### src/rtl/wta_pkg.sv
// Shared types, width helpers and a reference lowest-index encoder for the WTA gamma sequencer.
package wta_pkg;

   typedef enum logic {IDLE = 1'b0, RUN = 1'b1} state_e;

   localparam int G_DEF = 16;
   localparam int N_DEF = 16;

   // A single value still needs one bit, so clog2 results are floored at 1.
   function automatic int clog2_min1(input int v);
      return (v > 1) ? $clog2(v) : 1;
   endfunction

   localparam int TW_DEF = clog2_min1(G_DEF);
   localparam int IW_DEF = clog2_min1(N_DEF);

   function automatic logic [IW_DEF-1:0] lowest_set_idx(input logic [N_DEF-1:0] v);
      logic [IW_DEF-1:0] r;
      r = '0;
      for (int i = N_DEF - 1; i >= 0; i--) begin
         if (v[i]) r = IW_DEF'(i);
      end
      return r;
   endfunction

endpackage

### src/rtl/wta_gamma_sched_prio_enc.sv
// Lowest-index-wins priority encoder; vld flags any request set. Purely combinational.
module prio_enc #(
   parameter int N  = 16,
   parameter int IW = 4
) (
   input  logic [N-1:0]  req,
   output logic [IW-1:0] idx,
   output logic          vld
);

   always_comb begin
      idx = '0;
      vld = |req;
      // Walk downwards so the lowest set bit is the last one written.
      for (int i = N - 1; i >= 0; i--) begin
         if (req[i]) idx = IW'(i);
      end
   end

endmodule

### src/rtl/wta_gamma_sched.sv
// Gamma-cycle sequencer: gates spikes into the WTA, captures the first winner per gamma and
// hands it to a consumer over valid/ready, counting results lost while the consumer stalls.
module wta_gamma_sched
   import wta_pkg::*;
#(
   parameter int GAMMA_CYCLE_WIDTH = 16,
   parameter int PULSE_WIDTH       = 8,
   parameter int NUM_INPUTS        = 16,
   localparam int TW = clog2_min1(GAMMA_CYCLE_WIDTH),
   localparam int IW = clog2_min1(NUM_INPUTS)
) (
   input  logic                  aclk,
   input  logic                  rst,
   input  logic                  enable,
   input  logic [NUM_INPUTS-1:0] input_spikes,
   output logic [NUM_INPUTS-1:0] wta_in_spikes,
   input  logic [NUM_INPUTS-1:0] wta_out_spikes,
   output logic                  wta_clr,
   output logic                  gamma_start,
   output logic [TW-1:0]         gamma_t,
   output logic                  res_valid,
   input  logic                  res_ready,
   output logic [IW-1:0]         res_idx,
   output logic [TW-1:0]         res_time,
   output logic                  res_none,
   output logic [7:0]            drop_cnt
);

   localparam logic [TW-1:0] T_LAST = TW'(GAMMA_CYCLE_WIDTH - 1);
   localparam logic [TW-1:0] T_CLR  = TW'(GAMMA_CYCLE_WIDTH - PULSE_WIDTH);

   state_e                  state_q, state_d;
   logic [TW-1:0]           t_q, t_d;
   logic [NUM_INPUTS-1:0]   prev_q, prev_d;
   logic                    cap_q, cap_d;
   logic [IW-1:0]           cap_idx_q, cap_idx_d;
   logic [TW-1:0]           cap_time_q, cap_time_d;
   logic                    res_valid_q, res_valid_d;
   logic [IW-1:0]           res_idx_q, res_idx_d;
   logic [TW-1:0]           res_time_q, res_time_d;
   logic                    res_none_q, res_none_d;
   logic [7:0]              drop_q, drop_d;

   logic                    run, last, accept, new_cap, hit;
   logic [NUM_INPUTS-1:0]   rise;
   logic [IW-1:0]           rise_idx;
   logic                    rise_vld;

   assign run  = (state_q == RUN);
   assign last = run && (t_q == T_LAST);
   assign rise = wta_out_spikes & ~prev_q;

   prio_enc #(.N(NUM_INPUTS), .IW(IW)) u_rise_enc (
      .req (rise),
      .idx (rise_idx),
      .vld (rise_vld)
   );

   always_comb begin
      state_d     = state_q;
      t_d         = t_q;
      prev_d      = '0;
      cap_d       = cap_q;
      cap_idx_d   = cap_idx_q;
      cap_time_d  = cap_time_q;
      res_valid_d = res_valid_q;
      res_idx_d   = res_idx_q;
      res_time_d  = res_time_q;
      res_none_d  = res_none_q;
      drop_d      = drop_q;

      accept  = res_valid_q && res_ready;
      new_cap = run && !cap_q && rise_vld;
      hit     = cap_q || new_cap;

      case (state_q)
         IDLE: begin
            if (enable) begin
               state_d = RUN;
               t_d     = '0;
            end
         end
         RUN: begin
            if (last) begin
               t_d = '0;
               if (!enable) state_d = IDLE;
            end else begin
               t_d = t_q + TW'(1);
            end
         end
         default: state_d = IDLE;
      endcase

      // prev is zero entering t==0, so a level held across the gamma boundary re-registers as a rise.
      if (run && !last) prev_d = wta_out_spikes;

      if (new_cap) begin
         cap_d      = 1'b1;
         cap_idx_d  = rise_idx;
         cap_time_d = t_q;
      end
      if (last) cap_d = 1'b0;

      if (last) begin
         if (!res_valid_q || accept) begin
            res_valid_d = 1'b1;
            res_none_d  = !hit;
            res_idx_d   = !hit ? '0 : (cap_q ? cap_idx_q : rise_idx);
            res_time_d  = !hit ? '0 : (cap_q ? cap_time_q : t_q);
         end else if (drop_q != 8'hFF) begin
            drop_d = drop_q + 8'd1;
         end
      end else if (accept) begin
         res_valid_d = 1'b0;
      end
   end

   always_ff @(posedge aclk or posedge rst) begin
      if (rst) begin
         state_q     <= IDLE;
         t_q         <= '0;
         prev_q      <= '0;
         cap_q       <= 1'b0;
         cap_idx_q   <= '0;
         cap_time_q  <= '0;
         res_valid_q <= 1'b0;
         res_idx_q   <= '0;
         res_time_q  <= '0;
         res_none_q  <= 1'b0;
         drop_q      <= '0;
      end else begin
         state_q     <= state_d;
         t_q         <= t_d;
         prev_q      <= prev_d;
         cap_q       <= cap_d;
         cap_idx_q   <= cap_idx_d;
         cap_time_q  <= cap_time_d;
         res_valid_q <= res_valid_d;
         res_idx_q   <= res_idx_d;
         res_time_q  <= res_time_d;
         res_none_q  <= res_none_d;
         drop_q      <= drop_d;
      end
   end

   assign gamma_start   = run && (t_q == '0);
   assign wta_clr       = !run || (t_q >= T_CLR);
   assign wta_in_spikes = (run && (t_q < T_CLR)) ? input_spikes : '0;
   assign gamma_t       = t_q;
   assign res_valid     = res_valid_q;
   assign res_idx       = res_idx_q;
   assign res_time      = res_time_q;
   assign res_none      = res_none_q;
   assign drop_cnt      = drop_q;

endmodule

### config.mk
export PLATFORM = sky130hd
export DESIGN_NAME = wta_gamma_sched
export DESIGN_NICKNAME = d
export VERILOG_FILES = /design/src/rtl/wta_pkg.sv /design/src/rtl/wta_gamma_sched_prio_enc.sv /design/src/rtl/wta_gamma_sched.sv
export SDC_FILE = /design/constraint.sdc
export NUM_CORES = 1
export LEC_CHECK = 0
export CORE_MARGIN = 2
export CORE_UTILIZATION = 47
export DETAILED_ROUTE_END_ITERATION = 8
export PLACE_DENSITY = 0.84
export SKIP_CTS_REPAIR_TIMING = 1
export SLEW_MARGIN = 5
export SYNTH_ARGS = -nofsm -noshare
export SYNTH_HDL_FRONTEND = slang
export SYNTH_SLANG_ARGS = --single-unit
### constraint.sdc
create_clock -name aclk -period 2.2 [get_ports aclk]
set_clock_uncertainty 0.05 [all_clocks]
set_input_delay 0.33 -clock aclk [delete_from_list [all_inputs] [get_ports aclk]]
set_output_delay 0.33 -clock aclk [all_outputs]
set_load 0.05 [all_outputs]
==> results of run 1 <==
-- through the flow --
step | setup slack (ns) | cell area, sq um | TNS (ns)
final | 0.114 | 3700 | 0
after global routing | 0.0728 | 3700 | 0
after detailed placement | -0.0101 | 3550 | -0.0297
after CTS | 0.0653 | 3690 | 0
after floorplan | 0.0154 | 2460 | 0
after global placement | 0.0460 | 3550 | 0
-- registers in the layout, indices dropped and copies added, names as in the netlist --
name	count
res_valid	1
res_time	4
res_none	1
cap_q	1
prev_q	16
gamma_t	4
res_idx	4
cap_time_q	4
run	1
cap_idx_q	4
drop_cnt	8
-- worst paths after layout --
| check | startpoint | end | slack [ns] |
|---|---|---|---|
| worst max-delay path | gamma_t[3]$_DFFE_PP0P_ | gamma_t[3] | 0.11 |
| worst min-delay path | rst | prev_q[7]$_DFF_PP0_ | 0.32 |
| worst max register to register | drop_cnt[0]$_DFFE_PP0P_ | drop_cnt[7]$_DFFE_PP0P_ | 0.22 |
| worst min register to register | res_none$_DFFE_PP0P_ | res_none$_DFFE_PP0P_ | 0.44 |
| max in group asynchronous | rst | drop_cnt[1]$_DFFE_PP0P_ | 1.28 |
| min in group aclk | res_none$_DFFE_PP0P_ | res_none$_DFFE_PP0P_ | 0.44 |
-- final cells by class --
cell class | instances | area share, %
Sequential cell | 48 | 32.5
Multi-Input combinational cell | 157 | 31.9
Timing Repair Buffer | 90 | 28.2
Tap cell | 70 | 2.37
Clock buffer | 5 | 1.86
Clock inverter | 3 | 1.86
Inverter | 12 | 1.32
-- cell families after synthesis --
group	synth area share [%]
simple gates	24.0
flops	49.1
buf+inv	3.22
compound gates	16.2
xor+xnor	2.51
mux	3.38
fa+ha+maj	1.53
-- placed cells by master (no fill, tap or decap), types with 5 or more instances in the layout --
master | synthesis | routed
nor2b_1 | 10 | 10
and3_1 | 16 | 16
dfrtp_1 | 48 | 48
and2_1 | 17 | 17
nand2b_1 | 8 | 8
a22oi_1 | 5 | 5
nand3_1 | 5 | 5
clkdlybuf4s50_1 | 0 | 57
clkbuf_8 | 0 | 5
nand2_1 | 8 | 8
buf_4 | 0 | 15
buf_12 | 0 | 18
nor2_1 | 15 | 15
a21oi_1 | 13 | 13
inv_1 | 11 | 9
-- power breakdown --
group | leakage [nW] | switching [mW] | internal [mW] | total, mW
clock | 0.0687 | 0.303 | 0.457 | 0.761
sequential | 0.585 | 0.180 | 1.15 | 1.33
combinational | 0.956 | 1.57 | 1.15 | 2.71
-- routing by layer --
metal	share of wire, %	global-route usage, %	wire length, um	vias up
met3	4.4	3.55	252	10
met4	1.5	8.18	89	0
met1	43	27.3	2490	995
li1	-	-	-	973
met2	51	36.0	2930	61
met5	0	0	0	-
==> impl_metrics.tcl, run 1 <==
set metrics [dict create \
    status "finished, final reports clean" \
    synth_edf_count 0 \
    drive_gt1_share_pct 19.4 \
    fin_hold_ws_ns 0.316 \
    critPathKind "reg2out" \
    synth.largest_area_cell "dfrtp_1" \
    critPathArrivalTime_ns 1.71 \
    multi_input_area_sq_mm 0.00118 \
    design.core.area_sq_mm 0.00507 \
    grt_pass1_wl_mm 9.94 \
    post-route-period-util_pct 94.8 \
    crit_path_end_kind "primary output" \
    layout.nets 353 \
    globalRouteTotalUtil_pct 21.2 \
    grt_pass1_vias 2107 \
    synth_seq_cells 48 \
    cts_tree "done" \
    period_needed_ns 2.09 \
    crit_fanout 7 \
    grt_setup_unrepaired "no" \
    diodes 0 \
    power.density_mw_per_mm2 1300 \
    routed_via_density 5.30 \
    crit_buf_inv 1 \
    ff2ff_path_depth 6 \
    clk_pin_slew_worst_paths_ns 0.09 \
    grt_max_degree 27 \
    synth_nets 264 \
    fill_cells 368 \
    firstDrtPassIters 5 \
    timing.slew.headroom_pct 62.7 \
    antenna_found_initial 0 \
    dp_cells 377 \
    yosys.cell_count.top_type "dfrtp_1" \
    total_power_mw 4.81 \
    antenna_left 0 \
    hold_viol 0 \
    avgSynthCellArea_sq_um 10.9 \
    drv_cap 0 \
    fin_cells 385 \
    place_hpwl_mm 4.37 \
    dieArea_sq_mm 0.00580 \
    synth_top_area_share_pct 49.1 \
    synth_warnings 0 \
    cp.depth 1 \
    tightest_slew_ns 0.553 \
    clk_latency_ns 0.30 \
    finalSetupViolations 0 \
    crit_chain "clkdlybuf4s50_1" \
    synth_cells 225 \
    ys.flop_type "dfrtp_1" \
    grt-ovfl-total 0 \
    rows 26 \
    clockBufferDepth 2 \
    initial_core_util_pct 48.2 \
    mappedNetlistArea_sq_mm 0.00245 \
    ys_types 50 \
    total_leakage_power_nw 1.61 \
    io_buffers 75 \
    netlist_top_cells_count "dfrtp_1 (48), and2_1 (17), and3_1 (16)" \
    crit_required_ns 1.82 \
    die_x_um 76.1 \
    final_max_slew_viol_count 0 \
    vias 2039 \
    ys_seq_area_share_pct 49.1 \
    numCtsBuffers 5 \
    final_util_pct 72.8 \
    crit_path_start_kind "flip-flop" \
    cpPeakStageDelay_ns 0.88 \
    ioPinCount 76 \
    fp.dieH_um 76.1 \
    clockRootBuffer "clkbuf_8" \
    wirelength_mm 5.77 \
    synthToLayoutAreaGrowth_pct 51.1 \
    htreeDepth 2 \
    drc_errors 0 \
    cp_top_family "buffers and inverters" \
    synth_area_leaders "dfrtp_1 (49%), and2_1 (4.3%), and3_1 (4.1%)" \
    hp-class "in2async" \
    irDropWorstVdd_v 0.000594 \
    cp_slowest_cell "clkdlybuf4s50_1" \
    gp_congestion 0.828 \
    avgRoutedWirePerCell_um 15.0 \
    seqCellArea_sq_mm 0.00120 \
    fmax_mhz 479 \
    async_reset_ff_share_pct 100 \
    cts.sinks 48 \
    drt_iter0_markers 141 \
]
(Power assumes the default switching activity.)
==> inputs of run 2 (changes only) <==
Settings changed: CORE_UTILIZATION 47 to 42, GPL_TIMING_DRIVEN set to 1, PLACE_DENSITY 0.84 to 0.79.
Clock period 2.2 ns to 1.7 ns, I/O delays scaled along.
==> run 2 against run 1 <==
Utilization is 6.9 points higher; combinational power is 71% higher; setup slack worse by 0.18 ns; total power is 54% higher; cell count is 15% higher; clock power is 30% higher; die area is 11% higher; sequential power is 32% higher; critical endpoint is now res_none$_DFFE_PP0P_; the flow now finishes with violations (setup timing); via count is 19% higher; count of clock-buffer cells in the layout is 1 higher; non-clock buffer count is 54 higher.
==> impl_metrics.tcl, run 2 (synthesized netlist as in run 1, its figures left out) <==
set metrics [dict create \
    status "finished, violations left" \
    violations "setup timing" \
    design.core.area_sq_mm 0.00557 \
    initial_core_util_pct 43.9 \
    vias 2434 \
    io_buffers 75 \
    crit_fanout 3 \
    firstDrtPassIters 4 \
    critPathArrivalTime_ns 1.97 \
    dieArea_sq_mm 0.00645 \
    avgRoutedWirePerCell_um 20.5 \
    diodes 0 \
    cts.sinks 48 \
    grt-ovfl-total 0 \
    synthToLayoutAreaGrowth_pct 81.8 \
    hp-class "in2reg" \
    crit_path_end_kind "flip-flop" \
    final_max_slew_viol_count 0 \
    hold_viol 0 \
    total_leakage_power_nw 2.10 \
    grt_max_degree 49 \
    crit_required_ns 1.90 \
    fmax_mhz 565 \
    clockBufferDepth 2 \
    largest-register "prev_q" \
    place_hpwl_mm 4.93 \
    met2_length_mm 4.74 \
    drv_cap 0 \
    globalRouteTotalUtil_pct 22.4 \
    cts_tree "done" \
    timing.slew.headroom_pct 75.8 \
    routed_via_density 5.51 \
    drt_iter0_markers 148 \
    crit_path_start_kind "primary input" \
    die_x_um 80.3 \
    numCtsBuffers 5 \
    ioPinCount 76 \
    rrSetupSlack_ns -0.06 \
    grt_setup_unrepaired "yes" \
    antenna_found_initial 0 \
    layout_commonest_cell "buf_4" \
    pre_cts_ws_ns -0.430 \
    final_util_pct 79.8 \
    wl_met1_mm 3.51 \
    rows 27 \
    largest_register_ff_count 16 \
    critPathKind "in2reg" \
    htreeDepth 2 \
    antenna_left 0 \
    setup_ws_ns -0.0694 \
    grt_pass1_wl_mm 11.1 \
    gp_congestion 0.817 \
    irDropWorstVdd_v 0.00119 \
    grt_pass1_vias 2283 \
    wirelength_mm 9.05 \
    fp.dieH_um 80.3 \
    total_power_mw 7.39 \
    top_layer_used "met4" \
    drc_errors 0 \
    period_needed_ns 1.77 \
    tightest_slew_ns 0.360 \
    post-route-period-util_pct 104 \
    layout.nets 408 \
    power.density_mw_per_mm2 1660 \
    clk_pin_slew_worst_paths_ns 0.09 \
    clockRootBuffer "clkbuf_8" \
    final_cell_mix "buf_4 (77), dfrtp_1 (41), clkdlybuf4s50_1 (25)" \
    drive_gt1_share_pct 50.0 \
    clk_latency_ns 0.31 \
    wl_met3_um 441 \
    finalSetupViolations 27 \
]
-- run 2: area by class of cell --
class / instances / area, sq um
timing repair buffer: 144 / 1510
multi-input combinational: 158 / 1450
sequential: 48 / 1210
fill: 319 / 1130
tap: 72 / 90.1
clock buffer: 6 / 72.6
inverter: 12 / 62.6
clock inverter: 2 / 60.1
-- run 2: critical path, stage by stage --
cell and delay, ns:
clkdlybuf4s50_1 0.41, nor2b_4 0.14, a2111oi_4 0.28, buf_4 0.21, buf_6 0.11, nand4_1 0.10, a21oi_2 0.26, mux2_4 0.19
-- run 2: per-stage QoR --
| step | cells | hold WS (ns) | instance area [sq um] | TNS (ns) |
|---|---|---|---|---|
| CTS | 417 | 0.286 | 3930 | -4.32 |
| detailed placement | 409 | 0.429 | 3800 | -7.30 |
| global route | 442 | 0.156 | 4450 | -2.35 |
| floorplan | 225 | 0.317 | 2510 | -0.670 |
| global placement | 409 | 0.424 | 3800 | -6.35 |
| finish | 442 | 0.154 | 4450 | -0.643 |
-- run 2: path summary, 6_finish.rpt --
check | end | depth (start not counted) | start
hold reg to reg | drop_cnt[7]$_DFFE_PP0P_ | 1 | drop_cnt[7]$_DFFE_PP0P_
setup / recovery | res_none$_DFFE_PP0P_ | 8 | wta_out_spikes[15]
setup reg to reg | drop_cnt[1]$_DFFE_PP0P_ | 6 | gamma_t[1]$_DFFE_PP0P_
max in group asynchronous | gamma_t[1]$_DFFE_PP0P_ | 3 | rst
min in group asynchronous | drop_cnt[5]$_DFFE_PP0P_ | 3 | rst
hold / removal | prev_q[7]$_DFF_PP0_ | 2 | wta_out_spikes[7]
-- run 2: report_power, final --
| part | internal, mW | switching (mW) |
|---|---|---|
| Combinational | 2.11 | 2.53 |
| Sequential | 1.50 | 0.258 |
| Clock | 0.588 | 0.399 |
| Total | 4.20 | 3.19 |
-- run 2: metal layers --
metal / vias to the layer above / global-route usage [%]
met5: - / 0
met4: 0 / 6.44
met3: 28 / 4.61
met2: 91 / 39.4
met1: 1225 / 27.6
li1: 1090 / -
==> edit (settings of run 1) <==
The parameter `PULSE_WIDTH` goes from 8 to 4.
--- a/src/rtl/wta_gamma_sched.sv
+++ b/src/rtl/wta_gamma_sched.sv
@@ -6,3 +6,3 @@
    parameter int GAMMA_CYCLE_WIDTH = 16,
-   parameter int PULSE_WIDTH       = 8,
+   parameter int PULSE_WIDTH       = 4,
    parameter int NUM_INPUTS        = 16,
Formal check against the unedited RTL: not equivalent (a bounded check fails within 10 cycles, from zero or initial values and one cycle with rst high).
==> edit against run 1 <==
  * Routed wire length fell by 6.4%
  * Power is 13% lower
  * Utilization decreased by 0.52 points
  * Largest power group unchanged
  * Cell area is 6.4% lower
  * Worst setup slack better by 0.014 ns
  * Area after synthesis is 3.7% lower
  * Sequential cell count did not move
  * Sequential share of layout area is 2.2 points higher
  * Highest routed layer unchanged
  * Count of clock-buffer cells in the layout up 2
==> edit: results (changes against run 1) <==
GPL Wtd Cong: 0.799 (-3.5%)
Antenna violations before repair: 0 (unchanged)
Yosys cell types: 47 (-6.0%)
CP Launch Point: gamma_t[2]
Routing usage on met3: 0.0415 (+0.00595)
Arr. time, crit path: 1.69 ns (-0.02 ns)
LEAKAGE: 0.00158 uW (-2.1%)
WL per Instance: 14.1 um (-5.9%)
Ys Warns: 0 (unchanged)
Final HPWL from detailed placement: 4210 um (-3.6%)
Pin count of the biggest net entering global routing: 30 (+11%)
Vias in the first global route: 1962 (-6.9%)
Status: completed
VDD IR max: 623 uV (+4.8%)
CP endpoint: wta_in_spikes[6]
Flop2flop setup slack: 0.29 ns (+0.07 ns)
Synthesized Nets: 274 (+3.8%)
Post-synth top cells: dfrtp_1 (48), nand2_1 (33), nor2b_1 (27)
Sequential share of the synthesized area: 0.510 (+0.0188)
DP Worst Slack: 0.0986 ns (+0.109 ns)
GR Layer Usage met2: 0.347 (-0.0127)
Final min period: 2.07 ns (-0.0142 ns)
Largest register FFs: 16 (unchanged)
Share of cells above drive strength 1: 0.155 (-0.0386)
# port buffers: 75 (unchanged)
Metal-1 WL: 2310 um (-7.4%)
Reg-to-reg endpoint: drop_cnt[7]
Overall routing resource usage: 0.210 (-0.00222)
Reg2Reg Depth: 7 (+1)
Routed wl met3: 225 um (-11%)
Clock slew at reported path FFs: 0.09 ns (about the same)
Worst r2r src: gamma_t[0]
Worst Hold Slack: 0.364 ns (+0.0475 ns)
Vias: 1948 (-4.5%)
First-pass GRT wire length: 8950 um (-9.9%)
DR iter-0 viols: 111 (-21%)
Worst-skew pair later-pin latency: 0.30 ns (about the same)
# nets final: 354 (+0.28%)
Worst-Margin Slew: 0.592 ns (+0.0390 ns)
Metal2 WL: 2810 um (-4.1%)
Crit path max fanout: 18 (+11)
Net Switching: 1870 uW (-8.9%)
GR Util met1: 0.287 (+0.0135)
Synth area leaders: dfrtp_1 (51%), nor2b_1 (7.2%), nand2_1 (5.3%)
Hold crit path type: primary input to asynchronous set/reset pin
First-pass DRT Iterations: 4 (-1)
==> edit: changes by cell type after synthesis, sizes merged, moves of 3 or more <==
cell,run 1,this run
nor2,16,19
nand2,8,34
a22oi,5,0
mux2,6,3
nor2b,13,29
and2,17,1
a21oi,13,8
nor4,0,4
a31oi,2,8
nand2b,8,4
a2111oi,3,0
==> edit: cells by family after synthesis <==
| family | synth area share |
|---|---|
| DFF | 0.510 |
| xor gates and xnor gates | 0.0260 |
| buffers and inverters | 0.0350 |
| muxes | 0.0143 |
| adders and majority gates | 0.0159 |
| and+or+nand+nor | 0.307 |
| AOI/OAI and AO/OA | 0.0919 |
==> edit: stage by stage <==
| step | cell area (um2) | util | total power [uW] | cells |
|---|---|---|---|---|
| CTS | 3460 | 0.723 | 4230 | 383 |
| global route | 3460 | 0.723 | 4430 | 383 |
| finish | 3460 | 0.723 | 4200 | 383 |
| detailed placement | 3370 | 0.704 | 3690 | 375 |
| floorplan | 2360 | - | 2740 | 235 |
| global placement | 3370 | 0.704 | 3630 | 375 |
==> edit: critical path, stage by stage (launching register included) <==
cell and delay, ns:
dfrtp_1 0.51, nand2_1 0.36, and3_1 0.36, buf_12 0.16
==> edit: power by group through the flow <==
stage | clock, uW | combinational, uW | sequential, uW
2_1_floorplan | 0 | 1010 | 1730
3_3_place_gp | 0 | 2300 | 1330
6_report | 539 | 2330 | 1330
3_5_place_dp | 0 | 2340 | 1350
5_1_grt | 581 | 2480 | 1370
4_1_cts | 552 | 2340 | 1330
==> edit: cell type report <==
type	count	area, um2
Fill cell	349	1330
Sequential cell	48	1200
Multi-Input combinational cell	168	1080
Timing Repair Buffer	81	963
Clock buffer	7	86.3
Tap cell	67	83.8
Inverter	11	41.3
Clock inverter	1	7.51
